## src/rtl/alu_pkg.sv

```systemverilog
// Shared types and constants for the multi-cycle ALU (alu_mc).
// Operation codes, FSM state encoding and the default select width live here.
package alu_pkg;

    localparam int SEL_W = 4;

    typedef enum logic [3:0] {
        OP_AND  = 4'b0000,
        OP_OR   = 4'b0001,
        OP_ADD  = 4'b0010,
        OP_XOR  = 4'b0011,
        OP_SLL  = 4'b0100,
        OP_EQU  = 4'b0101,
        OP_SUB  = 4'b0110,
        OP_SLT  = 4'b0111,
        OP_SLTU = 4'b1000,
        OP_SRL  = 4'b1001,
        OP_SRA  = 4'b1010,
        OP_NOR  = 4'b1100,
        OP_MUL  = 4'b1111
    } alu_op_e;

    typedef enum logic [1:0] {
        ST_IDLE = 2'd0,
        ST_MUL  = 2'd1,
        ST_DONE = 2'd2
    } alu_state_e;

endpackage

```

## src/rtl/alu_mul_iter.sv

```systemverilog
// Iterative shift-add multiplier used by alu_mc when ALU_MUL_EN is defined.
// One partial product per cycle for WIDTH cycles; done_o is raised during the
// last iteration and product_o then carries the finished low WIDTH bits.
module alu_mul_iter #(
    parameter int WIDTH = 32
) (
    input  logic             clk,
    input  logic             rst_n,
    input  logic             start_i,
    input  logic [WIDTH-1:0] a_i,
    input  logic [WIDTH-1:0] b_i,
    output logic             done_o,
    output logic [WIDTH-1:0] product_o
);

    localparam int CW = $clog2(WIDTH + 1);

    logic             run_q,    run_d;
    logic [CW-1:0]    cnt_q,    cnt_d;
    logic [WIDTH-1:0] mcand_q,  mcand_d;
    logic [WIDTH-1:0] mplier_q, mplier_d;
    logic [WIDTH-1:0] acc_q,    acc_d;

    // Next-state: load operands on start, otherwise one shift-add step per cycle.
    always_comb begin
        run_d    = run_q;
        cnt_d    = cnt_q;
        mcand_d  = mcand_q;
        mplier_d = mplier_q;
        acc_d    = acc_q;
        if (start_i) begin
            run_d    = 1'b1;
            cnt_d    = CW'(WIDTH);
            mcand_d  = a_i;
            mplier_d = b_i;
            acc_d    = '0;
        end else if (run_q) begin
            acc_d    = mplier_q[0] ? (acc_q + mcand_q) : acc_q;
            mcand_d  = mcand_q << 1;
            mplier_d = mplier_q >> 1;
            cnt_d    = cnt_q - CW'(1);
            if (cnt_q == CW'(1)) begin
                run_d = 1'b0;
            end
        end
    end

    // State registers; reset aborts any multiply in progress.
    always_ff @(posedge clk or negedge rst_n) begin
        if (!rst_n) begin
            run_q    <= 1'b0;
            cnt_q    <= '0;
            mcand_q  <= '0;
            mplier_q <= '0;
            acc_q    <= '0;
        end else begin
            run_q    <= run_d;
            cnt_q    <= cnt_d;
            mcand_q  <= mcand_d;
            mplier_q <= mplier_d;
            acc_q    <= acc_d;
        end
    end

    // The final partial product is forwarded so the caller can latch it on the
    // same edge that completes the last iteration.
    assign done_o    = run_q & (cnt_q == CW'(1));
    assign product_o = acc_d;

endmodule

```

## src/rtl/alu_mc.sv

```systemverilog
// Multi-cycle ALU with registered result and valid/ready handshakes.
// Optional feature macro: ALU_MUL_EN enables the iterative MUL (code 1111);
// without it 1111 is treated as an unknown op (result 0, flag_z 0, 1 cycle).
module alu_mc
    import alu_pkg::*;
#(
    parameter int WIDTH = 32,
    parameter int SEL_W = alu_pkg::SEL_W
) (
    input  logic             clk,
    input  logic             rst_n,
    input  logic             in_valid,
    output logic             in_ready,
    input  logic [SEL_W-1:0] alu_sel,
    input  logic [WIDTH-1:0] operand1,
    input  logic [WIDTH-1:0] operand2,
    output logic             out_valid,
    input  logic             out_ready,
    output logic [WIDTH-1:0] result,
    output logic             flag_z,
    output logic             flag_v,
    output logic             busy
);

    localparam int SH_W = $clog2(WIDTH);
    localparam int MSB  = WIDTH - 1;

    alu_state_e       state_q, state_d;
    logic [WIDTH-1:0] result_q, result_d;
    logic             flag_z_q, flag_z_d;
    logic             flag_v_q, flag_v_d;

    logic [WIDTH-1:0] res_c;
    logic             known_c;
    logic             v_c;
    logic             z_c;
    logic             is_mul_c;
    logic [WIDTH-1:0] sum_add;
    logic [WIDTH-1:0] b_neg;
    logic [WIDTH-1:0] sum_sub;
    logic [SH_W-1:0]  sh;
    logic             accept;

    // Single-cycle operation decode, result and flag computation.
    always_comb begin
        sum_add  = operand1 + operand2;
        b_neg    = ~operand2 + WIDTH'(1);
        sum_sub  = operand1 + b_neg;
        sh       = operand2[SH_W-1:0];
        res_c    = '0;
        known_c  = 1'b1;
        v_c      = 1'b0;
        is_mul_c = 1'b0;
        case (alu_sel)
            OP_AND:  res_c = operand1 & operand2;
            OP_OR:   res_c = operand1 | operand2;
            OP_ADD: begin
                res_c = sum_add;
                v_c   = (operand1[MSB] == operand2[MSB]) && (sum_add[MSB] != operand1[MSB]);
            end
            OP_XOR:  res_c = operand1 ^ operand2;
            OP_SLL:  res_c = operand1 << sh;
            OP_EQU:  res_c = WIDTH'(operand1 == operand2);
            OP_SUB: begin
                res_c = sum_sub;
                v_c   = (operand1[MSB] == b_neg[MSB]) && (sum_sub[MSB] != operand1[MSB]);
            end
            OP_SLT:  res_c = WIDTH'($signed(operand1) < $signed(operand2));
            OP_SLTU: res_c = WIDTH'(operand1 < operand2);
            OP_SRL:  res_c = operand1 >> sh;
            OP_SRA:  res_c = WIDTH'($signed(operand1) >>> sh);
            OP_NOR:  res_c = ~(operand1 | operand2);
`ifdef ALU_MUL_EN
            OP_MUL:  is_mul_c = 1'b1;
`endif
            default: known_c = 1'b0;
        endcase
        z_c = known_c && (res_c == '0);
    end

    // Accept whenever no multiply is running and any held result is leaving.
    assign in_ready  = rst_n & ((state_q == ST_IDLE) | ((state_q == ST_DONE) & out_ready));
    assign accept    = in_valid & in_ready;

`ifdef ALU_MUL_EN
    logic             mul_start;
    logic             mul_done;
    logic [WIDTH-1:0] mul_prod;

    assign mul_start = accept & is_mul_c;

    alu_mul_iter #(
        .WIDTH(WIDTH)
    ) u_mul (
        .clk       (clk),
        .rst_n     (rst_n),
        .start_i   (mul_start),
        .a_i       (operand1),
        .b_i       (operand2),
        .done_o    (mul_done),
        .product_o (mul_prod)
    );
`endif

    // FSM next state and output register load.
    always_comb begin
        state_d  = state_q;
        result_d = result_q;
        flag_z_d = flag_z_q;
        flag_v_d = flag_v_q;
        case (state_q)
            ST_IDLE, ST_DONE: begin
                if ((state_q == ST_DONE) && out_ready) begin
                    state_d = ST_IDLE;
                end
                if (accept) begin
                    if (is_mul_c) begin
                        state_d = ST_MUL;
                    end else begin
                        state_d  = ST_DONE;
                        result_d = res_c;
                        flag_z_d = z_c;
                        flag_v_d = v_c;
                    end
                end
            end
`ifdef ALU_MUL_EN
            ST_MUL: begin
                if (mul_done) begin
                    state_d  = ST_DONE;
                    result_d = mul_prod;
                    flag_z_d = (mul_prod == '0);
                    flag_v_d = 1'b0;
                end
            end
`endif
            default: state_d = ST_IDLE;
        endcase
    end

    // State and output registers.
    always_ff @(posedge clk or negedge rst_n) begin
        if (!rst_n) begin
            state_q  <= ST_IDLE;
            result_q <= '0;
            flag_z_q <= 1'b0;
            flag_v_q <= 1'b0;
        end else begin
            state_q  <= state_d;
            result_q <= result_d;
            flag_z_q <= flag_z_d;
            flag_v_q <= flag_v_d;
        end
    end

    assign out_valid = (state_q == ST_DONE);
    assign busy      = (state_q != ST_IDLE);
    assign result    = result_q;
    assign flag_z    = flag_z_q;
    assign flag_v    = flag_v_q;

endmodule
```

## config.mk

```make
export PLATFORM = sky130hd
export DESIGN_NAME = alu_mc
export DESIGN_NICKNAME = d
export VERILOG_FILES = /design/src/rtl/alu_pkg.sv /design/src/rtl/alu_mul_iter.sv /design/src/rtl/alu_mc.sv
export SDC_FILE = /design/constraint.sdc
export NUM_CORES = 1
export LEC_CHECK = 0
export CAP_MARGIN = 25
export CORE_MARGIN = 4
export CORE_UTILIZATION = 40
export DETAILED_ROUTE_END_ITERATION = 12
export PLACE_DENSITY = 0.57
export SETUP_SLACK_MARGIN = 0.4
export SYNTH_ARGS = -nofsm -noshare
export SYNTH_HDL_FRONTEND = slang
export SYNTH_SLANG_ARGS = --single-unit
```

## constraint.sdc

```tcl
create_clock -name clk -period 2.2 [get_ports clk]
set_input_delay 0.22 -clock clk [delete_from_list [all_inputs] [get_ports clk]]
set_output_delay 0.22 -clock clk [all_outputs]
set_load 0.01 [all_outputs]
```

==> run_results.csv <==
group,metric,value,unit
timing,drv_slew,0,
worst_setup_path,critical_path_class,"input port to flop",
placement,port_buffers,108,
timing,period_share,189,%
global_routing,track_usage,42.6,%
pwr,finalPower,7.77,mW
global_routing,grt_pass1_vias,18700,
pwr,p_leak,10.3,nW
synth,synthTopCellsByArea,"ha_1 (13%), mux4_2 (7.1%), dfrtp_1 (6.7%)",
synth,synth_edf_count,0,
timing,finalClockSkew,5.23,ps
cts,cts_max_path_buffers,2,
synth,synth_area,13000,sq um
cts,cts_tree,"yes",
timing,fmax,241,MHz
timing,worstMarginPinSlew,836,ps
synth,yosys.area_share.xor_xnor,4.71,%
synth,avgSynthCellArea,7.48,sq um
synth,muxShareOfSynthArea,17.6,%
timing,hold_viol,0,
synth,synthCells,1741,
cts,clk_pin_slew_worst_paths,60,ps
timing,grt_setup_unrepaired,"yes",
pwr,power_density,339,nW/um^2
synth,yosys_warnings,0,
synth,synthSimpleGateAreaFrac,22.5,%
finish,layout-drive-gt1-share,49.6,%
synth,synth_top_family_by_area,"compound AO/OA/AOI/OAI gates",
worst_setup_path,r2r_setup_slack,-640,ps
synth,yosysMostFrequentCell,"nand2_1",
route,first_pass_iters,5,
worst_setup_path,slowest_delay,330,ps
route,via_count,19021,
run_status,outcome,"finished with violations",
cts,holdBufCountCts,0,
cts,insertion_delay,290,ps
worst_setup_path,end_kind,"flop",
synth,synthAdderAreaFrac,13.3,%
finish,diodes,0,
cts,htree_num_levels,2,
synth,synth-seq-area-share,6.72,%
floorplan,die_area,35500,sq um
timing,relSlewSlack,44.1,%
cts,numCtsBuffers,5,
synth,synth_compound_area_share,27.7,%
route,drtAntennaViolNets,0,
finish,nFillCells,2489,
worst_setup_path,crit_chain,"buf_8 > nor3_4 > nand3_4 > nor4_4 > buf_4 > nand2_2 > buf_4 > buf_6 > nor4_4 > xnor2_1 > ha_1 > a21o_1 > a21o_1 > a21oi_2 > buf_4 > nor3_2 > nor4_2 > and4_4 > o211ai_1 > nand4bb_1 > nor4_2 > buf_4 > nand4_1 > o31ai_2",
run_status,violations,"setup timing",
synth,syn_nets,1950,
finish,finish.utilization,72.1,%
synth,dominantRegCellSynth,"dfrtp_1",
worst_setup_path,cp_max_fo,3,
synth,synth_top_area_cell,"ha_1",
cts,clock_sinks,35,
floorplan,core-area,31800,sq um
placement,hpwl,62600,um
floorplan,start_util,41.0,%
route,drtIter0Drc,2425,
route,drt-total-wl,80400,um
route,vias_per_cell,6.36,
route,post_drt_wl_per_cell,26.9,um
global_routing,grt_pass1_wl,116000,um
cts,cts_root_buf,"clkbuf_16",
global_routing,grt_max_degree,62,
timing,setup_violations,34,
route,route.detailed.drc,0,
timing,tns,-36210,ps
synth,synth_top_area_share,13.0,%
worst_setup_path,arrival,4340,ps
job,cap_violations,0,
floorplan,chipWidth,188,um
pwr,ir_worst_vdd,0.406,mV
worst_setup_path,crit_top_cell,"buf_4",
global_routing,antenna_found_initial,2,
finish,layout.nets,2764,
global_routing,overflow,0,
synth,async_reset_ff_share,100,%
synth,synth-seq-cells,35,
min_path,min_path_type,"input port to async pin",
synth,synthTopCellsByCount,"nand2_1 (184), ha_1 (135), nor2_1 (132)",
worst_setup_path,critPathLaunchType,"input port",
timing,finalCriticalPeriod,4150,ps
floorplan,rows,65,
timing,fin_ws,-1950,ps
worst_setup_path,slowest_stage,"nor4_2",
synth,ys_types,92,
floorplan,io_pins,109,
floorplan,die_y,188,um
worst_setup_path,critPathRequiredTime,2390,ps
finish,areaGrowthSynthToFinish,76.2,%
placement,place_congestion,1.19,
sequential cells by signal, summed over array words and instances, names as in the netlist:
signal,cells
flag_v,1
flag_z,1
result,32
state_q,1
worst paths after layout:
path	cells past startpoint	end	startpoint
setup / recovery	24	flag_z	operand2[1]
hold / removal	2	result[27]	rst_n
setup reg to reg	12	flag_z	state_q[1]
hold reg to reg	2	result[27]	result[27]
max in group asynchronous	2	result[11]	rst_n
min in group clk	2	result[27]	result[27]
through the flow:
step	instance area (sq um)	hold WS (ps)	cells	setup WS, ps
3_5_place_dp	19900	326	2875	-2820
6_report	22900	1.04	2991	-1950
4_1_cts	22100	21.7	2964	-1990
2_1_floorplan	13500	-75.6	1741	-2290
5_1_grt	22900	52.2	2991	-2090
3_3_place_gp	19900	310	2874	-2700
worst max-delay path: cells and delay by family:
kind | cells | cell delay (ps)
buf+inv | 6 | 850
xor+xnor | 1 | 130
compound gates | 5 | 870
simple gates | 11 | 2040
fa+ha+maj | 1 | 230
layout by cell type (no fill, tap or decap), types with 26 or more instances in the layout:
master	count
ha_1	104
buf_4	732
inv_1	72
o21ai_0	54
mux4_2	47
a21oi_2	26
dfrtp_1	35
nor2_1	109
xnor2_1	41
mux2_2	34
mux2i_1	57
nand3_1	35
dlygate4sd2_1	37
a21oi_1	96
ha_4	26
nor3_1	27
buf_6	73
nand2_1	167
nand4_1	35
clkdlybuf4s50_1	52
timing repair:
item / 4_1_cts / 5_1_grt
buffers inserted: 78 / 26
endpoints found under the setup margin: 34 / 35
cloned: 3 / 1
gates resized for setup: 408 / 123
pin swaps: 127 / 80
power by group:
part	internal [mW]	total [mW]	leakage (nW)	switching, mW
clock network	0.418	0.695	0.0669	0.278
registers	0.754	0.819	0.458	0.0642
logic	3.08	6.26	9.79	3.18
cell type report:
cell class | instances | area, sq um | share of cell area (%)
Clock inverter | 2 | 12.5 | 0.0545
Inverter | 98 | 392 | 1.71
Tap cell | 435 | 544 | 2.37
Multi-Input combinational cell | 1481 | 13200 | 57.5
Sequential cell | 35 | 876 | 3.82
Clock buffer | 6 | 129 | 0.562
Timing Repair Buffer | 934 | 7800 | 34.0
cell families (layout without fill, tap and decap cells):
group | count (synthesis) | in the layout
DFF | 35 | 35
buffers and inverters | 225 | 1040
muxes | 154 | 154
xor gates and xnor gates | 70 | 70
AOI/OAI and AO/OA | 530 | 530
adders and majority gates | 137 | 137
and+or+nand+nor | 590 | 590
metal layers:
layer  GRT usage, %  routed length, um
met1           54.0              30700
met2           66.5              34800
met3           8.56               7970
met4           26.4               6910
met5              0                 11
Note: power is estimated with default switching activity, not from simulation.
